--- config.mk ---
export PLATFORM = sky130hd
export DESIGN_NAME = mmio_console
export DESIGN_NICKNAME = d
export VERILOG_FILES = /design/src/rtl/mmio_console_pkg.sv /design/src/rtl/mmio_console_fifo.sv /design/src/rtl/mmio_console.sv
export SDC_FILE = /design/constraint.sdc
export NUM_CORES = 1
export LEC_CHECK = 0
export ABC_CLOCK_PERIOD_IN_PS = 3300
export CAP_MARGIN = 20
export CORE_ASPECT_RATIO = 1.75
export CORE_MARGIN = 4
export CORE_UTILIZATION = 40
export DETAILED_ROUTE_END_ITERATION = 7
export GPL_ROUTABILITY_DRIVEN = 0
export HOLD_SLACK_MARGIN = 0.03
export SLEW_MARGIN = 0
export SYNTH_ARGS = -nofsm -noshare
export SYNTH_HDL_FRONTEND = slang
export SYNTH_SLANG_ARGS = --single-unit
--- constraint.sdc ---
create_clock -name clk -period 3.3 [get_ports clk]
set_input_delay 0.495 -clock clk [delete_from_list [all_inputs] [get_ports clk]]
set_output_delay 0.495 -clock clk [all_outputs]
set_load 0.05 [all_outputs]
--- src/rtl/mmio_console_pkg.sv ---
// Shared definitions for the MMIO console: decoded addresses, TX state encoding,
// and the write-request bundle seen on the core's data-memory write port.
package mmio_console_pkg;

  localparam logic [31:0] MMIO_PUTC = 32'h8000_0000;
  localparam logic [31:0] MMIO_EXIT = 32'h8000_0004;

  typedef enum logic [1:0] {
    TX_IDLE,
    TX_START,
    TX_DATA,
    TX_STOP
  } tx_state_e;

  typedef struct packed {
    logic [31:0] addr;
    logic [31:0] data;
    logic [3:0]  strb;
  } mmio_wr_t;

endpackage

--- src/rtl/mmio_console_fifo.sv ---
// Synchronous byte FIFO. Pointers carry one extra wrap bit, so full/empty fall out
// of a pointer compare. Read data is combinational from the head entry.
module console_fifo #(
  parameter int DEPTH = 16
) (
  input  logic       clk,
  input  logic       resetb,
  input  logic       push,
  input  logic       pop,
  input  logic [7:0] din,
  output logic [7:0] dout,
  output logic       full,
  output logic       empty
);

  localparam int AW = $clog2(DEPTH);

  logic [AW:0]             wr_ptr, rd_ptr;
  logic [DEPTH-1:0][7:0]   mem;

  // Pointer update; callers never push when full or pop when empty.
  always_ff @(posedge clk or negedge resetb) begin
    if (!resetb) begin
      wr_ptr <= '0;
      rd_ptr <= '0;
    end else begin
      if (push) wr_ptr <= wr_ptr + (AW+1)'(1);
      if (pop)  rd_ptr <= rd_ptr + (AW+1)'(1);
    end
  end

  // Storage needs no reset; entries are only read after being written.
  always_ff @(posedge clk) begin
    if (push) mem[wr_ptr[AW-1:0]] <= din;
  end

  assign dout  = mem[rd_ptr[AW-1:0]];
  assign empty = (wr_ptr == rd_ptr);
  assign full  = (wr_ptr[AW] != rd_ptr[AW]) && (wr_ptr[AW-1:0] == rd_ptr[AW-1:0]);

endmodule

--- src/rtl/mmio_console.sv ---
// Console peripheral on the core's write port: decodes PUTC/EXIT, queues bytes,
// serialises them as 8N1 UART, and raises exit only once all output has drained.
module mmio_console
  import mmio_console_pkg::*;
#(
  parameter int          CLK_DIV    = 16,
  parameter int          FIFO_DEPTH = 16,
  parameter logic [31:0] PUTC_ADDR  = MMIO_PUTC,
  parameter logic [31:0] EXIT_ADDR  = MMIO_EXIT
) (
  input  logic        clk,
  input  logic        resetb,
  input  logic        wready,
  input  logic [31:0] waddr,
  input  logic [31:0] wdata,
  input  logic [3:0]  wstrb,
  output logic        hit,
  output logic        wvalid,
  output logic        uart_tx,
  output logic        busy,
  output logic        exit_req,
  output logic [31:0] exit_code
);

  localparam int              BW        = (CLK_DIV > 1) ? $clog2(CLK_DIV) : 1;
  localparam logic [BW-1:0]   BAUD_LAST = BW'(CLK_DIV - 1);

  mmio_wr_t req;
  logic     is_putc, is_exit;
  logic     putc_push, exit_wr;
  logic     fifo_pop, fifo_full, fifo_empty;
  logic [7:0] fifo_dout;
  logic     exit_pending;
  logic     unused_strb;

  tx_state_e     state_q, state_d;
  logic [BW-1:0] baud_q, baud_d;
  logic [2:0]    bit_q, bit_d;
  logic [7:0]    shift_q, shift_d;
  logic          tx_q, tx_d;
  logic          baud_last;

  assign req         = '{addr: waddr, data: wdata, strb: wstrb};
  assign unused_strb = ^req.strb[3:1];

  // Address decode and accept handshake. Only a PUTC against a full FIFO stalls;
  // the registered full flag is used, so a pop on this edge does not help.
  assign is_putc   = (req.addr == PUTC_ADDR);
  assign is_exit   = (req.addr == EXIT_ADDR);
  assign hit       = wready && (is_putc || is_exit);
  assign wvalid    = !(wready && is_putc && fifo_full);
  assign putc_push = wready && wvalid && is_putc && req.strb[0] && !exit_req;
  assign exit_wr   = wready && is_exit && !exit_req;

  console_fifo #(.DEPTH(FIFO_DEPTH)) u_fifo (
    .clk    (clk),
    .resetb (resetb),
    .push   (putc_push),
    .pop    (fifo_pop),
    .din    (req.data[7:0]),
    .dout   (fifo_dout),
    .full   (fifo_full),
    .empty  (fifo_empty)
  );

  // Exit: latch code, then raise sticky exit_req once queue and line are idle.
  always_ff @(posedge clk or negedge resetb) begin
    if (!resetb) begin
      exit_pending <= 1'b0;
      exit_req     <= 1'b0;
      exit_code    <= '0;
    end else begin
      if (exit_wr) begin
        exit_code    <= req.data;
        exit_pending <= 1'b1;
      end
      if (exit_pending && fifo_empty && (state_q == TX_IDLE)) exit_req <= 1'b1;
    end
  end

  // TX state register; uart_tx is a flop so it never glitches and idles high in reset.
  always_ff @(posedge clk or negedge resetb) begin
    if (!resetb) begin
      state_q <= TX_IDLE;
      baud_q  <= '0;
      bit_q   <= '0;
      shift_q <= '0;
      tx_q    <= 1'b1;
    end else begin
      state_q <= state_d;
      baud_q  <= baud_d;
      bit_q   <= bit_d;
      shift_q <= shift_d;
      tx_q    <= tx_d;
    end
  end

  assign baud_last = (baud_q == BAUD_LAST);

  // TX next state. The end of STOP pops the next byte directly so frames run back
  // to back; a shifter drains LSB first into tx on each bit boundary.
  always_comb begin
    state_d  = state_q;
    baud_d   = baud_q;
    bit_d    = bit_q;
    shift_d  = shift_q;
    tx_d     = tx_q;
    fifo_pop = 1'b0;
    unique case (state_q)
      TX_IDLE: begin
        if (!fifo_empty) begin
          fifo_pop = 1'b1;
          shift_d  = fifo_dout;
          state_d  = TX_START;
          baud_d   = '0;
          tx_d     = 1'b0;
        end
      end
      TX_START: begin
        if (baud_last) begin
          state_d = TX_DATA;
          baud_d  = '0;
          bit_d   = '0;
          tx_d    = shift_q[0];
          shift_d = {1'b0, shift_q[7:1]};
        end else begin
          baud_d = baud_q + BW'(1);
        end
      end
      TX_DATA: begin
        if (baud_last) begin
          baud_d = '0;
          if (bit_q == 3'd7) begin
            state_d = TX_STOP;
            tx_d    = 1'b1;
          end else begin
            bit_d   = bit_q + 3'd1;
            tx_d    = shift_q[0];
            shift_d = {1'b0, shift_q[7:1]};
          end
        end else begin
          baud_d = baud_q + BW'(1);
        end
      end
      TX_STOP: begin
        if (baud_last) begin
          baud_d = '0;
          if (!fifo_empty) begin
            fifo_pop = 1'b1;
            shift_d  = fifo_dout;
            state_d  = TX_START;
            tx_d     = 1'b0;
          end else begin
            state_d = TX_IDLE;
            tx_d    = 1'b1;
          end
        end else begin
          baud_d = baud_q + BW'(1);
        end
      end
      default: state_d = TX_IDLE;
    endcase
  end

  assign uart_tx = tx_q;
  assign busy    = !fifo_empty || (state_q != TX_IDLE);

endmodule

==> impl_metrics.py <==
metrics = {
    "drt": {
        "drc_errors": 0,
        "wl_per_cell_um": 20.7,
        "drtIter0Drc": 202,
        "first_pass_iters": 6,
        "ant_nets": 0,
        "route.final.wire_length_um": 17800,
        "viasPerCell": 5.29,
        "via_count": 4546,
    },
    "sta": {
        "setup_viol": 0,
        "tightest_slew_ns": 0.769,
        "hold_viol_final": 0,
        "fin_skew_ns": 0.0116,
        "final_max_slew_viol_count": 0,
        "max_slew_margin": 0.486,
        "rsz0062_at_grt": "no",
        "fin_tns_setup_ns": 0,
        "period_share": 0.880,
        "period_needed_ns": 2.90,
        "fmax_mhz": 344,
    },
    "global_route": {
        "antenna_found_initial": 0,
        "grt_max_degree": 43,
        "grt.overflow.total": 0,
        "grt_pass1_vias": 4834,
        "track_usage": 0.167,
        "grt_pass1_wl_um": 27800,
    },
    "synthesis": {
        "synth_enable_flop_cells": 128,
        "synth_compound_area_frac": 0.0450,
        "synth_top_family_by_area": "multiplexers",
        "synth_area_um2": 7890,
        "yosysUniqueCellTypes": 46,
        "synth_top_cell_area_share": 0.487,
        "seq_area_frac_synth": 0.684,
        "synthCells": 483,
        "synth_nets": 567,
        "syn_avg_cell_area_um2": 16.3,
        "synth_top_area_cell": "edfxtp_1",
        "synth_mux_area_frac": 0.141,
        "ys_ff_latch": 190,
        "synthXorXnorAreaFrac": 0.0155,
        "async_flop_share": 0.326,
        "yosysWarnings": 0,
        "synth-main-ff-cell": "edfxtp_1",
        "synthSimpleGateAreaFrac": 0.0723,
        "synth-adder-area-share": 0.0206,
        "synth_area_leaders": "edfxtp_1, dfrtp_1, mux4_2, mux2_1, ha_1",
    },
    "placement": {
        "port_buffers": 104,
        "dp_cells": 827,
        "dp_hpwl_um": 12800,
    },
    "clocking": {
        "cts_resized": 0,
        "root_buffer": "clkbuf_16",
        "cts_tree": "yes",
        "clk_path_buf_depth": 2,
        "path_clk_slew_ns": 0.07,
        "clk_latency_ns": 0.42,
        "cts_setup_buffers": 0,
        "hold_buffers": 0,
        "h-tree-depth": 4,
        "cts.sinks": 190,
        "cts_made_buffers": 17,
    },
    "status": {
        "outcome": "complete, no violations",
    },
    "layout": {
        "drive_gt1_frac": 0.150,
        "synthToLayoutAreaGrowth_pct": 24.4,
        "instances_no_fill": 859,
        "n_antenna_cell": 0,
        "seqCellArea_um2": 5400,
        "nets": 689,
        "multi_input_area_um2": 2320,
        "fillers": 1601,
    },
    "critical_path": {
        "crit_cells": 7,
        "worstPathCellList": "clkdlybuf4s50_1 > nor4b_1 > nand4_1 > nor3_2 > buf_4 > nand3_1 > buf_4",
        "worstPathMaxFanout": 6,
        "critPathLaunchType": "primary input",
        "cp_slowest_cell": "nor3_2",
        "worstPathArrival_ns": 2.41,
        "worstPathRequired_ns": 2.80,
        "slowest_delay_ns": 0.43,
        "end_kind": "output pin",
        "crit_buf_inv": 3,
        "cp_top_family": "simple AND/OR/NAND/NOR gates",
        "cpMostUsedCell": "buf_4",
        "reg2reg_depth": 6,
        "critPathKind": "primary input to output pin",
    },
    "power_and_ir_drop": {
        "p_per_area_nw_per_um2": 475,
        "peakVddDrop_uv": 301,
        "power.leakage_nw": 3.65,
        "power_mw": 4.66,
    },
    "floorplan": {
        "dieArea_um2": 22100,
        "placementRows": 67,
        "start_util": 0.409,
        "core_um2": 19300,
        "die_y_um": 194,
        "die_x_um": 114,
        "top_level_ports": 108,
    },
    "worst_hold_path": {
        "hold_path_class": "primary input to asynchronous set/reset pin",
    },
    "job": {
        "cap_viol_max_count": 0,
    },
}
[cell usage after synthesis (2+ instances only)]
cell,number
nor3b_1,2
nand2b_1,3
buf_2,7
and3_1,3
clkbuf_1,8
mux2_2,5
nor4b_1,2
nor3_1,8
mux4_2,25
ha_1,13
o21ai_0,8
buf_4,6
inv_1,13
xnor2_1,7
mux2i_1,15
buf_1,3
nor4_1,7
xor2_1,7
o22ai_1,8
a21oi_1,13
nand3b_1,10
dfrtp_1,61
mux2_1,29
nand2_1,18
nor2_1,22
a22o_1,8
a311oi_1,6
edfxtp_1,128
nand3_1,13
a21o_1,2
nand4_1,8
[path summary, 6_finish.rpt]
kind                                  startpoint              to  slack, ns
worst max-delay path                    waddr[1]          wvalid       0.40
min in group clk                    exit_pending    exit_pending       0.47
worst min register to register      exit_pending    exit_pending       0.47
worst min-delay path                      resetb   exit_code[25]       0.13
worst max register to register  u_fifo.wr_ptr[3]  u_fifo.mem[61]       0.78
max in group asynchronous                 resetb      shift_q[1]       2.45
[logic make-up (layout without fill, tap and decap cells)]
group,Yosys count,after routing
AOI/OAI and AO/OA,52,52
DFF,190,190
xor gates and xnor gates,14,14
buffers and inverters,37,172
and+or+nand+nor,102,102
muxes,75,75
adders and majority gates,13,13
[state kept, by name, indices dropped and copies added, names as in the netlist]
signal,count
u_fifo.mem,128
exit_code,32
shift_q,8
u_fifo.rd_ptr,5
u_fifo.wr_ptr,5
baud_q,4
bit_q,3
state_q,2
exit_pending,1
exit_req,1
uart_tx,1
[stage by stage]
| step | instance area (um2) | setup slack (ns) | utilization | hold WS, ns |
|---|---|---|---|---|
| after floorplan | 7890 | 0.685 | - | 0.199 |
| after global placement | 9290 | 0.262 | 0.482 | 0.451 |
| after detailed placement | 9290 | 0.211 | 0.482 | 0.457 |
| after CTS | 9820 | 0.339 | 0.509 | 0.155 |
| after global routing | 9820 | 0.221 | 0.509 | 0.199 |
| final | 9820 | 0.396 | 0.509 | 0.131 |
[cells in the final DEF (no fill, tap or decap), types with 4 or more instances in the layout]
cell type / instances
mux2_1: 29
o22ai_1: 8
buf_4: 25
nand3_1: 13
a21oi_1: 13
dfrtp_1: 59
o21ai_0: 8
clkbuf_1: 4
nor4_1: 7
xor2_1: 7
mux4_2: 25
nor2_1: 22
nand2_1: 18
a22o_1: 8
mux2_2: 5
ha_1: 13
mux2i_1: 15
clkdlybuf4s50_1: 100
nand4_1: 8
a311oi_1: 6
inv_1: 13
clkbuf_16: 17
xnor2_1: 7
edfxtp_1: 128
nor3_1: 8
nand3b_1: 10
[metal layers]
layer  vias up  GRT usage  part of all wire
li1       2115          -                 -
met1      2310      0.177              0.36
met2        99      0.315              0.58
met3        22     0.0331             0.034
met4         0     0.0700             0.030
met5         -          0                 0
[where the power goes]
group	switching [mW]	internal, mW	leakage [nW]
sequential	0.0251	2.59	2.01
combinational	0.0776	0.109	1.39
clock	0.829	1.03	0.251
[cell type report]
class / instances / area share
clock buffers: 21 / 0.0449
clock inverters: 11 / 0.00918
inverters: 13 / 0.00497
multi-input cells: 256 / 0.237
flip-flops and latches: 190 / 0.550
well taps: 241 / 0.0307
repair buffers: 127 / 0.124
Note: power is estimated with default switching activity, not from simulation.
